`src/rtl/kernel_b_kb_vsum_pkg.sv`:
```
// Shared definitions for the kb vector-sum reduction stage and later fold nodes.
//   state_t        : output-side state (ACC = no pending sum, HOLD = sum waiting on oready)
//   *_DEFAULT      : default widths and block length
//   last_count()   : terminal element index for a block of ntot elements
package kernel_b_kb_vsum_pkg;

  localparam int unsigned STREAMW_DEFAULT = 32;
  localparam int unsigned NTOT_DEFAULT    = 1024;
  localparam int unsigned CNTW_DEFAULT    = 16;

  // Terminal count for the default block length.
  localparam int unsigned LAST_DEFAULT    = NTOT_DEFAULT - 1;

  typedef enum logic {
    ACC  = 1'b0,
    HOLD = 1'b1
  } state_t;

  function automatic int unsigned last_count(input int unsigned ntot);
    return ntot - 1;
  endfunction

endpackage

```
`src/rtl/kernel_b_kb_vsum_blkcnt.sv`:
```
// Block element counter for fold nodes.
//   clk, rst : clock, synchronous active-high reset
//   inc      : count one element this cycle
//   tc       : registered flag, high while the count equals LAST
// The count wraps to zero when incremented at LAST.
module kernel_b_kb_blkcnt #(
  parameter int unsigned CNTW = 16,
  parameter int unsigned LAST = 1023
) (
  input  logic clk,
  input  logic rst,
  input  logic inc,
  output logic tc
);

  localparam logic [CNTW-1:0] LAST_C = CNTW'(LAST);

  logic [CNTW-1:0] cnt;

  // tc is carried as its own register so the consumer sees a flop output
  // instead of a CNTW-bit comparator; it is recomputed from the next count.
  always_ff @(posedge clk) begin
    if (rst) begin
      cnt <= '0;
      tc  <= (LAST_C == '0);
    end else if (inc) begin
      if (tc) begin
        cnt <= '0;
        tc  <= (LAST_C == '0);
      end else begin
        cnt <= cnt + 1'b1;
        tc  <= ((cnt + 1'b1) == LAST_C);
      end
    end
  end

endmodule

```
`src/rtl/kernel_b_kb_vsum.sv`:
```
// Reduction stage for the kb vector-add node: folds every NTOT consecutive
// input words into one modulo-2^STREAMW sum.
//   clk, rst : clock, synchronous active-high reset
//   ivalid   : in1_s0 valid
//   iready   : word can be taken this cycle (combinational from oready)
//   in1_s0   : input element
//   ovalid   : registered, out1_s0 holds a completed sum
//   oready   : downstream takes out1_s0 this cycle
//   out1_s0  : registered block sum
module kernel_b_kb_vsum
  import kernel_b_kb_vsum_pkg::*;
#(
  parameter int unsigned STREAMW = STREAMW_DEFAULT,
  parameter int unsigned NTOT    = NTOT_DEFAULT,
  parameter int unsigned CNTW    = CNTW_DEFAULT
) (
  input  logic               clk,
  input  logic               rst,
  input  logic               ivalid,
  output logic               iready,
  input  logic [STREAMW-1:0] in1_s0,
  output logic               ovalid,
  input  logic               oready,
  output logic [STREAMW-1:0] out1_s0
);

  localparam int unsigned LAST = last_count(NTOT);

  if (NTOT < 1 || 64'(NTOT) > (64'(1) << CNTW)) begin : g_bad_params
    $error("kernel_b_kb_vsum: NTOT must satisfy 1 <= NTOT <= 2**CNTW");
  end

  state_t             state;
  logic [STREAMW-1:0] acc;
  logic [STREAMW-1:0] sum;
  logic               accept;
  logic               drain;
  logic               last;

  always_comb begin
    iready = (state == ACC) | oready;
    accept = ivalid & iready;
    drain  = (state == HOLD) & oready;
    sum    = acc + in1_s0;
  end

  kernel_b_kb_blkcnt #(
    .CNTW (CNTW),
    .LAST (LAST)
  ) u_blkcnt (
    .clk (clk),
    .rst (rst),
    .inc (accept),
    .tc  (last)
  );

  // The last-word accept is written after the drain so that a simultaneous
  // drain and reload leaves the stage in HOLD with the new sum.
  always_ff @(posedge clk) begin
    if (rst) begin
      state   <= ACC;
      ovalid  <= 1'b0;
      out1_s0 <= '0;
      acc     <= '0;
    end else begin
      if (drain) begin
        state  <= ACC;
        ovalid <= 1'b0;
      end
      if (accept) begin
        if (last) begin
          out1_s0 <= sum;
          ovalid  <= 1'b1;
          state   <= HOLD;
          acc     <= '0;
        end else begin
          acc <= sum;
        end
      end
    end
  end

endmodule

```
`config.mk`:
```
export PLATFORM = sky130hd
export DESIGN_NAME = kernel_b_kb_vsum
export DESIGN_NICKNAME = d
export VERILOG_FILES = /design/src/rtl/kernel_b_kb_vsum_pkg.sv /design/src/rtl/kernel_b_kb_vsum_blkcnt.sv /design/src/rtl/kernel_b_kb_vsum.sv
export SDC_FILE = /design/constraint.sdc
export NUM_CORES = 1
export LEC_CHECK = 0
export ABC_CLOCK_PERIOD_IN_PS = 4050
export BUFFER_PORTS_ARGS = -buffer_cell sky130_fd_sc_hd__buf_2
export CORE_UTILIZATION = 35
export DETAILED_ROUTE_END_ITERATION = 6
export GPL_ROUTABILITY_DRIVEN = 0
export PLACE_DENSITY = 0.61
export SLEW_MARGIN = 5
export SYNTH_ARGS = -nofsm -noshare
export SYNTH_HDL_FRONTEND = slang
export SYNTH_SLANG_ARGS = --single-unit
```
`constraint.sdc`:
```
create_clock -name clk -period 4.05 [get_ports clk]
set_input_delay 0.2025 -clock clk [delete_from_list [all_inputs] [get_ports clk]]
set_output_delay 0.2025 -clock clk [all_outputs]
set_load 0.1 [all_outputs]
```
## Yosys cells after proc, flatten, opt, wreduce, memory -nomap -nowiden

Index checks and enable logic that the tools add are counted.

- Register bits: 83
- Input port bits: 36
- Output and inout port bits: 34

- Add/subtract/negate cells: 2
- Eq/ne operators: 1
- Muxes and demuxes: 9
- Bitwise gates (word level): 4
- Reduce and logical (&&, ||, !) cells: 1

Operators with widths:

| cell | count |
|---|---|
| $add 32x32->32 | 1 |
| $mux 32 | 1 |
| $add 16x1->16 const B | 1 |
| $eq 16x10->1 const B | 1 |
| $mux 16 | 1 |
| $mux 1 | 7 |
| $and 1x1->1 | 2 |
| $reduce_and 2->1 | 1 |
| $not 1->1 | 1 |
| $or 1x1->1 | 1 |

## Longest topological paths before layout

Gate-level depths: netlist (run 1).

- Depth after elaboration: 4
- Depth in mapped cells: 11
- Depth with buffers taken out: 11

## Hierarchy

Synthesis (run 1) repeated with hierarchy kept, for this count alone.

- Cells, all modules: 663
- Area total of the unflattened synthesis: 5231.3 um^2

By module, submodules not included:

| module | times used | cells an instance | area an instance (um^2) |
|---|---|---|---|
| kernel_b_kb_vsum | 1 | 511 | 4055.1 |
| kernel_b_kb_blkcnt | 1 | 152 | 1176.1 |

## Worst setup path after synthesis (run 1)

Ideal clock, no wire load.

- Path type: register -> register
- Start point: reg acc[0]
- End point: reg out1_s0[26]
- Library setup time: 0.127 ns
- Arrival: 2.565 ns
- Data required time: 3.923 ns
- Slack: 1.358 ns
- Stages on the path, launching flop included: 12
- Path buffers: 0
- Period minus slack after synthesis: 2.692 ns
- Cell sequence: dfxtp_1 ha_1 fa_1 a211oi_1 o21bai_1 a21oi_2 o31ai_2 o211ai_2 nor2b_4 o21ai_4 nor4b_1 or3_1

- Word-level cells in the longest chain between the ends: 1

Ends and longest elaborated chain:

| element | RTL line | source |
|---|---|---|
| start: declaration | kernel_b_kb_vsum.sv:34 | `logic [STREAMW-1:0] acc;` |
| start signal: assignment | kernel_b_kb_vsum.sv:77 | `acc <= sum;` |
| $add 32x32->32 | kernel_b_kb_vsum.sv:44 | `sum = acc + in1_s0;` |
| end signal: assignment | kernel_b_kb_vsum.sv:72 | `out1_s0 <= sum;` |
| end: declaration | kernel_b_kb_vsum.sv:24 | `output logic [STREAMW-1:0] out1_s0` |

Every way passes these cells.
A chain may end at the register's enable or synchronous reset.

## Worst setup path in the final report (run 1)

Same ends and word-level chain as after synthesis.

==> results.json, run 1 <==
{
  "run_status": "completed",
  "fmax_ghz": 0.340,
  "fp.dieW_um": 122,
  "hold_viol_final": 0,
  "power.static_leakage_nw": 2.55,
  "synth_simple_gate_area_share_pct": 19.2,
  "overflow": 0,
  "grt_setup_unrepaired": "no",
  "postSynthRegisterBits": 83,
  "final_antenna_net_count": 0,
  "worstMarginPinSlew_ns": 1.12,
  "largest_family_of_logic_cells_by_synthesized_area": "compound AO/OA/AOI/OAI gates",
  "timing.rr.start": "acc[0]",
  "number_of_global_route_vias_before_repair": 4392,
  "final_cells": 839,
  "synth.largest_area_cell": "sky130_fd_sc_hd__dfxtp_1",
  "fin_nets": 725,
  "timing.critical_path.to_type": "flip-flop",
  "drc": 0,
  "grt_antenna_before_repair": 0,
  "synth_area_leaders": "sky130_fd_sc_hd__dfxtp_1 33%, sky130_fd_sc_hd__ha_1 8.2%, sky130_fd_sc_hd__a22o_1 6.6%",
  "number_of_max_cap_violations": 0,
  "max-vdd-ir-drop_mv": 0.212,
  "post-cts-setup-buffer-count": 0,
  "path_clk_slew_ns": 0.06,
  "synthDistinctLibCells": 64,
  "worst_path_largest_cell_delay_ns": 0.43,
  "synth_xor_xnor_area_share_pct": 5.24,
  "clockRootBuffer": "sky130_fd_sc_hd__clkbuf_16",
  "grt_util_all_layers_pct": 18.3,
  "synth_enable_flop_cells": 0,
  "synth.most_common_cell": "sky130_fd_sc_hd__dfxtp_1",
  "p_int_mw": 1.60,
  "post_route_cells_drive_above_1_share_pct": 16.2,
  "syn2layout_area_growth_pct": 15.0,
  "wire_per_inst_um": 15.6,
  "num_antenna_cells": 0,
  "port_buffers": 69,
  "gate_family_responsible_for_the_most_delay_along_the_worst_path": "compound AO/OA/AOI/OAI gates",
  "post_synth_mux_area_share_pct": 1.62,
  "floorplan.rows": 43,
  "synthesis.area_mm2": 0.00502,
  "clock-skew-final_ns": 0.00773,
  "dpl.hpwl_mm": 9.29,
  "post_cts_resized": 0,
  "postSynthAreaPerCell_um2": 8.32,
  "power.share.clock_pct": 31.1,
  "initial_utilization_pct": 36.0,
  "timing.hold.worst.start": "ivalid",
  "post_synth_inst_count": 603,
  "comb_power_share_pct": 31.2,
  "core-area_mm2": 0.0139,
  "path_buf_inv": 0,
  "cts-root-to-sink-buffers": 2,
  "final_core_util_pct": 41.4,
  "total_switching_power_mw": 0.793,
  "height_of_the_chip_um": 122,
  "placement.setup.worst_slack_ns": 1.06,
  "maximum_number_of_pins_on_one_net_before_global_route_repair": 46,
  "ys_seq_area_share_pct": 33.1,
  "period_needed_ns": 2.94,
  "totalNegativeSetupSlack_ns": 0,
  "synth-adder-area-share_pct": 8.63,
  "worstPathRequired_ns": 4.28,
  "layout_worst_path_cycle_share_pct": 72.6,
  "netlist.area_leader.share_pct": 33.1,
  "path_cells": "ha_1, fa_1, a211oi_1, o21bai_1, a21oi_2, o31ai_2, o211ai_2, nor2b_4, o21ai_4, nor4b_1, or3_1",
  "finalWorstSetupSlack_ns": 1.11,
  "cp_max_fo": 8,
  "routed_wirelength_mm": 13.1,
  "firstDrtPassIters": 5,
  "dieArea_mm2": 0.0148,
  "clkLatencyLatePin_ns": 0.34,
  "synth.top_cells.by_count": "83 x sky130_fd_sc_hd__dfxtp_1, 63 x sky130_fd_sc_hd__a21oi_1, 63 x sky130_fd_sc_hd__nor2_1, 43 x sky130_fd_sc_hd__nand2_1, 38 x sky130_fd_sc_hd__a22o_1",
  "cts-htree-levels": 3,
  "power.switching_fraction_pct": 33.1,
  "crit_arrival_ns": 3.17,
  "route.vias.total": 4713,
  "net_count_after_synthesis": 673,
  "cts.hold.buffers_added": 0,
  "io_pins": 70,
  "power_density_mw_per_mm2": 416,
  "cts_tree": "done",
  "detail_route.iter0.violations": 350,
  "slew_viol_final": 0,
  "seq_power_share_pct": 37.7,
  "setup.worst_path.start_class": "flip-flop",
  "numPlacedInstances": 824,
  "tritoncts_num_sinks": 83,
  "tritoncts.num_buffers": 9,
  "grt_pass1_wl_mm": 21.3,
  "via_per_inst": 5.62,
  "count_of_warnings_emitted_by_yosys": 0,
  "launch_point_of_the_critical_path": "acc[0]",
  "max-slew-margin-rel_pct": 25.4,
  "final_setup_violations": 0,
  "timing.critical_path.slowest_stage_cell": "sky130_fd_sc_hd__fa_1",
  "asyncSetResetFlopFracSynth_pct": 0,
  "worst-setup-path-type": "reg2reg",
  "leading_register_cell_type_out_of_synthesis": "sky130_fd_sc_hd__dfxtp_1",
  "synth-compound-area-share_pct": 28.6,
  "hold_class": "in2reg"
}
## final cells by class
cell class	instances	area, µm²
Inverter	10	37.5
Multi-Input combinational cell	475	3180
Clock buffer	12	246
Timing Repair Buffer	76	398
Tap cell	180	225
Fill cell	1398	8170
Clock inverter	3	15.0
Sequential cell	83	1660
## layer usage
metal  track usage [%]  wire length [µm]  vias to the layer above
met3              2.95               679                       20
met5                 0                 0                        -
li1                  -                 -                     2330
met1              23.6              6150                     2209
met4              8.10               256                        0
met2              29.8              5980                      154
## path summary, 6_finish.rpt
kind | endpoint | slack [ns] | cells after the start
hold reg to reg | out1_s0[31] | 0.44 | 2
setup reg to reg | out1_s0[26] | 1.11 | 11
setup / recovery | out1_s0[26] | 1.11 | 11
hold / removal | state | 0.13 | 3
## placed cells by master, fill, tap and decap left out, types with 3 or more instances in the layout
cell                        Yosys  routed
sky130_fd_sc_hd__dfxtp_1       83      83
sky130_fd_sc_hd__buf_2          2      69
sky130_fd_sc_hd__nor2_1        63      63
sky130_fd_sc_hd__a21oi_1       63      62
sky130_fd_sc_hd__nand2_1       43      43
sky130_fd_sc_hd__a22o_1        38      38
sky130_fd_sc_hd__ha_1          33      33
sky130_fd_sc_hd__xnor2_1       23      23
sky130_fd_sc_hd__o21ai_0       21      21
sky130_fd_sc_hd__a21o_1        20      20
sky130_fd_sc_hd__nor3_1        18      17
sky130_fd_sc_hd__a22oi_1       14      14
sky130_fd_sc_hd__nand3_1       13      13
sky130_fd_sc_hd__inv_1         10      10
sky130_fd_sc_hd__nand4_1       10      10
sky130_fd_sc_hd__clkbuf_16      0       9
sky130_fd_sc_hd__nand2b_1       8       8
sky130_fd_sc_hd__a31oi_1        8       8
sky130_fd_sc_hd__and3_1         7       7
sky130_fd_sc_hd__mux2i_1        7       7
sky130_fd_sc_hd__xor2_1         7       7
sky130_fd_sc_hd__buf_4          0       7
sky130_fd_sc_hd__and2_1         6       6
sky130_fd_sc_hd__nor2b_1        5       5
sky130_fd_sc_hd__or3_1          4       4
sky130_fd_sc_hd__o21bai_1       4       4
sky130_fd_sc_hd__o211ai_1       4       4
sky130_fd_sc_hd__o21a_1         4       4
sky130_fd_sc_hd__a21oi_2        2       3
sky130_fd_sc_hd__o21ai_1        3       3
sky130_fd_sc_hd__and4_1         3       3
sky130_fd_sc_hd__nand3b_1       3       3
sky130_fd_sc_hd__clkinv_2       0       3
## registers in the layout (all words and copies together), names as in the netlist
name          flops
ovalid            1
acc              32
out1_s0          32
state             1
u_blkcnt.cnt     16
u_blkcnt.tc       1
## cell families (layout without fill, tap and decap cells)
kind of cell | count (synthesis) | after routing
compound gates | 207 | 207
xor+xnor | 30 | 30
fa+ha+maj | 34 | 34
buf+inv | 45 | 101
flops | 83 | 83
mux | 8 | 8
simple gates | 196 | 196
## tightest hold or removal path: cells and delay by family
family | cells | cell delay [ns]
AND/OR/NAND/NOR | 1 | 0.06
AO/OA/AOI/OAI | 1 | 0.06
buffers and inverters | 1 | 0.11
## through the flow
| stage | power, mW | hold slack, ns | area (µm²) |
|---|---|---|---|
| after global placement | 1.64 | 0.436 | 5510 |
| after CTS | 2.42 | 0.119 | 5770 |
| after global routing | 2.54 | 0.149 | 5770 |
| after detailed placement | 1.66 | 0.439 | 5510 |
| final | 2.40 | 0.133 | 5770 |
| after floorplan | 1.50 | 0.352 | 5020 |
## power by group through the flow
| stage | registers (mW) | logic (mW) | clock network (mW) |
|---|---|---|---|
| 6_report | 0.904 | 0.748 | 0.745 |
| 5_1_grt | 0.910 | 0.826 | 0.804 |
| 4_1_cts | 0.904 | 0.740 | 0.775 |
| 3_5_place_dp | 0.922 | 0.735 | 0 |
| 3_3_place_gp | 0.920 | 0.722 | 0 |
| 2_1_floorplan | 0.913 | 0.584 | 0 |
Power figures use the tool's default switching activity.
==> run 2, diff against run 1 <==
Settings changed: ABC_CLOCK_PERIOD_IN_PS 4050 to 3000.
Clock period 4.05 ns to 3 ns, I/O delays scaled along.
==> run 2 against run 1 <==
Compared with the run above: core utilization is 1.1 points higher; cell count is 0.83% higher; non-clock buffer count is 6 higher; critical path depth stayed put; register-to-register slack worse by 0.95 ns; flip-flop and latch count stayed put; cell area is 2.6% higher; power is 48% higher.
==> results.json, run 2 (synthesis results as in run 1) <==
{
  "run_status": "completed",
  "fin_nets": 731,
  "fmax_ghz": 0.352,
  "ff2ff_setup_slack_ns": 0.16,
  "final_cells": 846,
  "clkLatencyLatePin_ns": 0.35,
  "worstPathRequired_ns": 3.24,
  "post-cts-setup-buffer-count": 0,
  "cts-htree-levels": 3,
  "timing.hold.worst.start": "ivalid",
  "final_antenna_net_count": 0,
  "cts.hold.buffers_added": 0,
  "detail_route.iter0.violations": 283,
  "syn2layout_area_growth_pct": 17.9,
  "drc": 0,
  "layout_worst_path_cycle_share_pct": 94.6,
  "firstDrtPassIters": 5,
  "worst-setup-path-type": "reg2reg",
  "height_of_the_chip_um": 122,
  "number_of_global_route_vias_before_repair": 4388,
  "crit_arrival_ns": 3.08,
  "final_setup_violations": 0,
  "num_antenna_cells": 0,
  "period_needed_ns": 2.84,
  "dieArea_mm2": 0.0148,
  "top_regs": "acc x32, out1_s0 x32, u_blkcnt.cnt x16",
  "io_pins": 70,
  "clock-skew-final_ns": 0.0109,
  "layout.cells.most_common_list": "83 x sky130_fd_sc_hd__dfxtp_1, 69 x sky130_fd_sc_hd__buf_2, 63 x sky130_fd_sc_hd__nor2_1, 62 x sky130_fd_sc_hd__a21oi_1, 43 x sky130_fd_sc_hd__nand2_1",
  "cts-root-to-sink-buffers": 2,
  "hold_viol_final": 0,
  "wire_per_inst_um": 15.5,
  "grt_antenna_before_repair": 0,
  "maximum_number_of_pins_on_one_net_before_global_route_repair": 45,
  "worstMarginPinSlew_ns": 1.09,
  "grt_setup_unrepaired": "no",
  "grt_util_all_layers_pct": 18.6,
  "finalWorstSetupSlack_ns": 0.161,
  "via_per_inst": 5.50,
  "number_of_max_cap_violations": 0,
  "post_route_cells_drive_above_1_share_pct": 17.6,
  "slew_viol_final": 0,
  "layout.cells.most_common": "sky130_fd_sc_hd__dfxtp_1",
  "overflow": 0,
  "worst-r2r-cell-count": 11,
  "cts_tree": "done",
  "path_clk_slew_ns": 0.07,
  "hold_class": "in2reg",
  "core-area_mm2": 0.0139,
  "max-slew-margin-rel_pct": 27.0,
  "dpl.hpwl_mm": 9.61,
  "max-vdd-ir-drop_mv": 0.289,
  "timing.rr.start": "acc[0]",
  "numPlacedInstances": 830,
  "fill_cells": 1390,
  "cp_max_fo": 8,
  "launch_point_of_the_critical_path": "acc[0]",
  "power_density_mw_per_mm2": 601,
  "totalNegativeSetupSlack_ns": 0,
  "timing.critical_path.to_type": "flip-flop",
  "post_cts_resized": 0,
  "clockRootBuffer": "sky130_fd_sc_hd__clkbuf_16",
  "setup.worst_path.start_class": "flip-flop",
  "fp.dieW_um": 122,
  "tritoncts_num_sinks": 83,
  "report.power.total_mw": 3.55,
  "power.static_leakage_nw": 2.62,
  "crit_end": "out1_s0[26]",
  "grt_pass1_wl_mm": 21.7,
  "placement.setup.worst_slack_ns": 0.0692,
  "route.vias.total": 4657,
  "timing.rr.end": "out1_s0[26]",
  "port_buffers": 69,
  "fin_worst_hold_slack_ns": 0.0751,
  "tritoncts.num_buffers": 9,
  "routed_wirelength_mm": 13.2,
  "initial_utilization_pct": 36.0,
  "floorplan.rows": 43
}
## run 2: changes by cell type in the layout (fill, tap and decap cells not counted), moves of 2 or more
cell and delta:
sky130_fd_sc_hd__buf_4 +6, sky130_fd_sc_hd__clkinv_4 +2, sky130_fd_sc_hd__clkbuf_1 -2, sky130_fd_sc_hd__clkinv_2 -2, sky130_fd_sc_hd__bufinv_16 +3
## run 2: area by class of cell
class / count / area [µm²] / area share (%)
timing repair buffer: 82 / 443 / 7.49
clock inverter: 6 / 113 / 1.90
multi-input combinational: 475 / 3200 / 54.0
sequential: 83 / 1660 / 28.1
inverter: 10 / 37.5 / 0.634
clock buffer: 10 / 239 / 4.04
tap: 180 / 225 / 3.81
## run 2: power breakdown
group          switching [mW]  total [mW]  leakage, nW  internal (mW)
combinational           0.598        1.03         1.78          0.427
clock                   0.471        1.31        0.173          0.838
sequential             0.0441        1.22        0.675           1.18
## run 2: stage by stage
| step | area, µm² | utilization (%) |
|---|---|---|
| CTS | 5900 | 42.4 |
| finish | 5920 | 42.5 |
| global route | 5920 | 42.5 |
| detailed placement | 5550 | 39.8 |
| global placement | 5550 | 39.8 |
| floorplan | 5020 | - |
## run 2: worst min-delay path by stage
stage / to / cells after the start / slack (ns)
floorplan: state / 2 / 0.30
global placement: state / 3 / 0.43
detailed placement: state / 3 / 0.43
CTS: state / 3 / 0.06
global route: state / 3 / 0.09
finish: state / 3 / 0.08
## run 2: per-layer routing
metal / share of wire (%) / up-vias / global-route usage, %
met4: 1.9 / 0 / 6.64
li1: - / 2346 / -
met5: 0 / - / 0
met2: 46 / 116 / 30.0
met1: 48 / 2173 / 24.4
met3: 4.2 / 22 / 4.07
## run 2: worst max-delay path: stages, from the launching register on
cell and delay [ns]:
sky130_fd_sc_hd__dfxtp_1 0.31, sky130_fd_sc_hd__ha_1 0.23, sky130_fd_sc_hd__fa_2 0.38, sky130_fd_sc_hd__a211oi_1 0.21, sky130_fd_sc_hd__o21bai_1 0.13, sky130_fd_sc_hd__a21oi_2 0.25
sky130_fd_sc_hd__o31ai_2 0.14, sky130_fd_sc_hd__o211ai_2 0.22, sky130_fd_sc_hd__nor2b_4 0.22, sky130_fd_sc_hd__o21ai_4 0.11, sky130_fd_sc_hd__nor4b_1 0.17, sky130_fd_sc_hd__or3_1 0.37
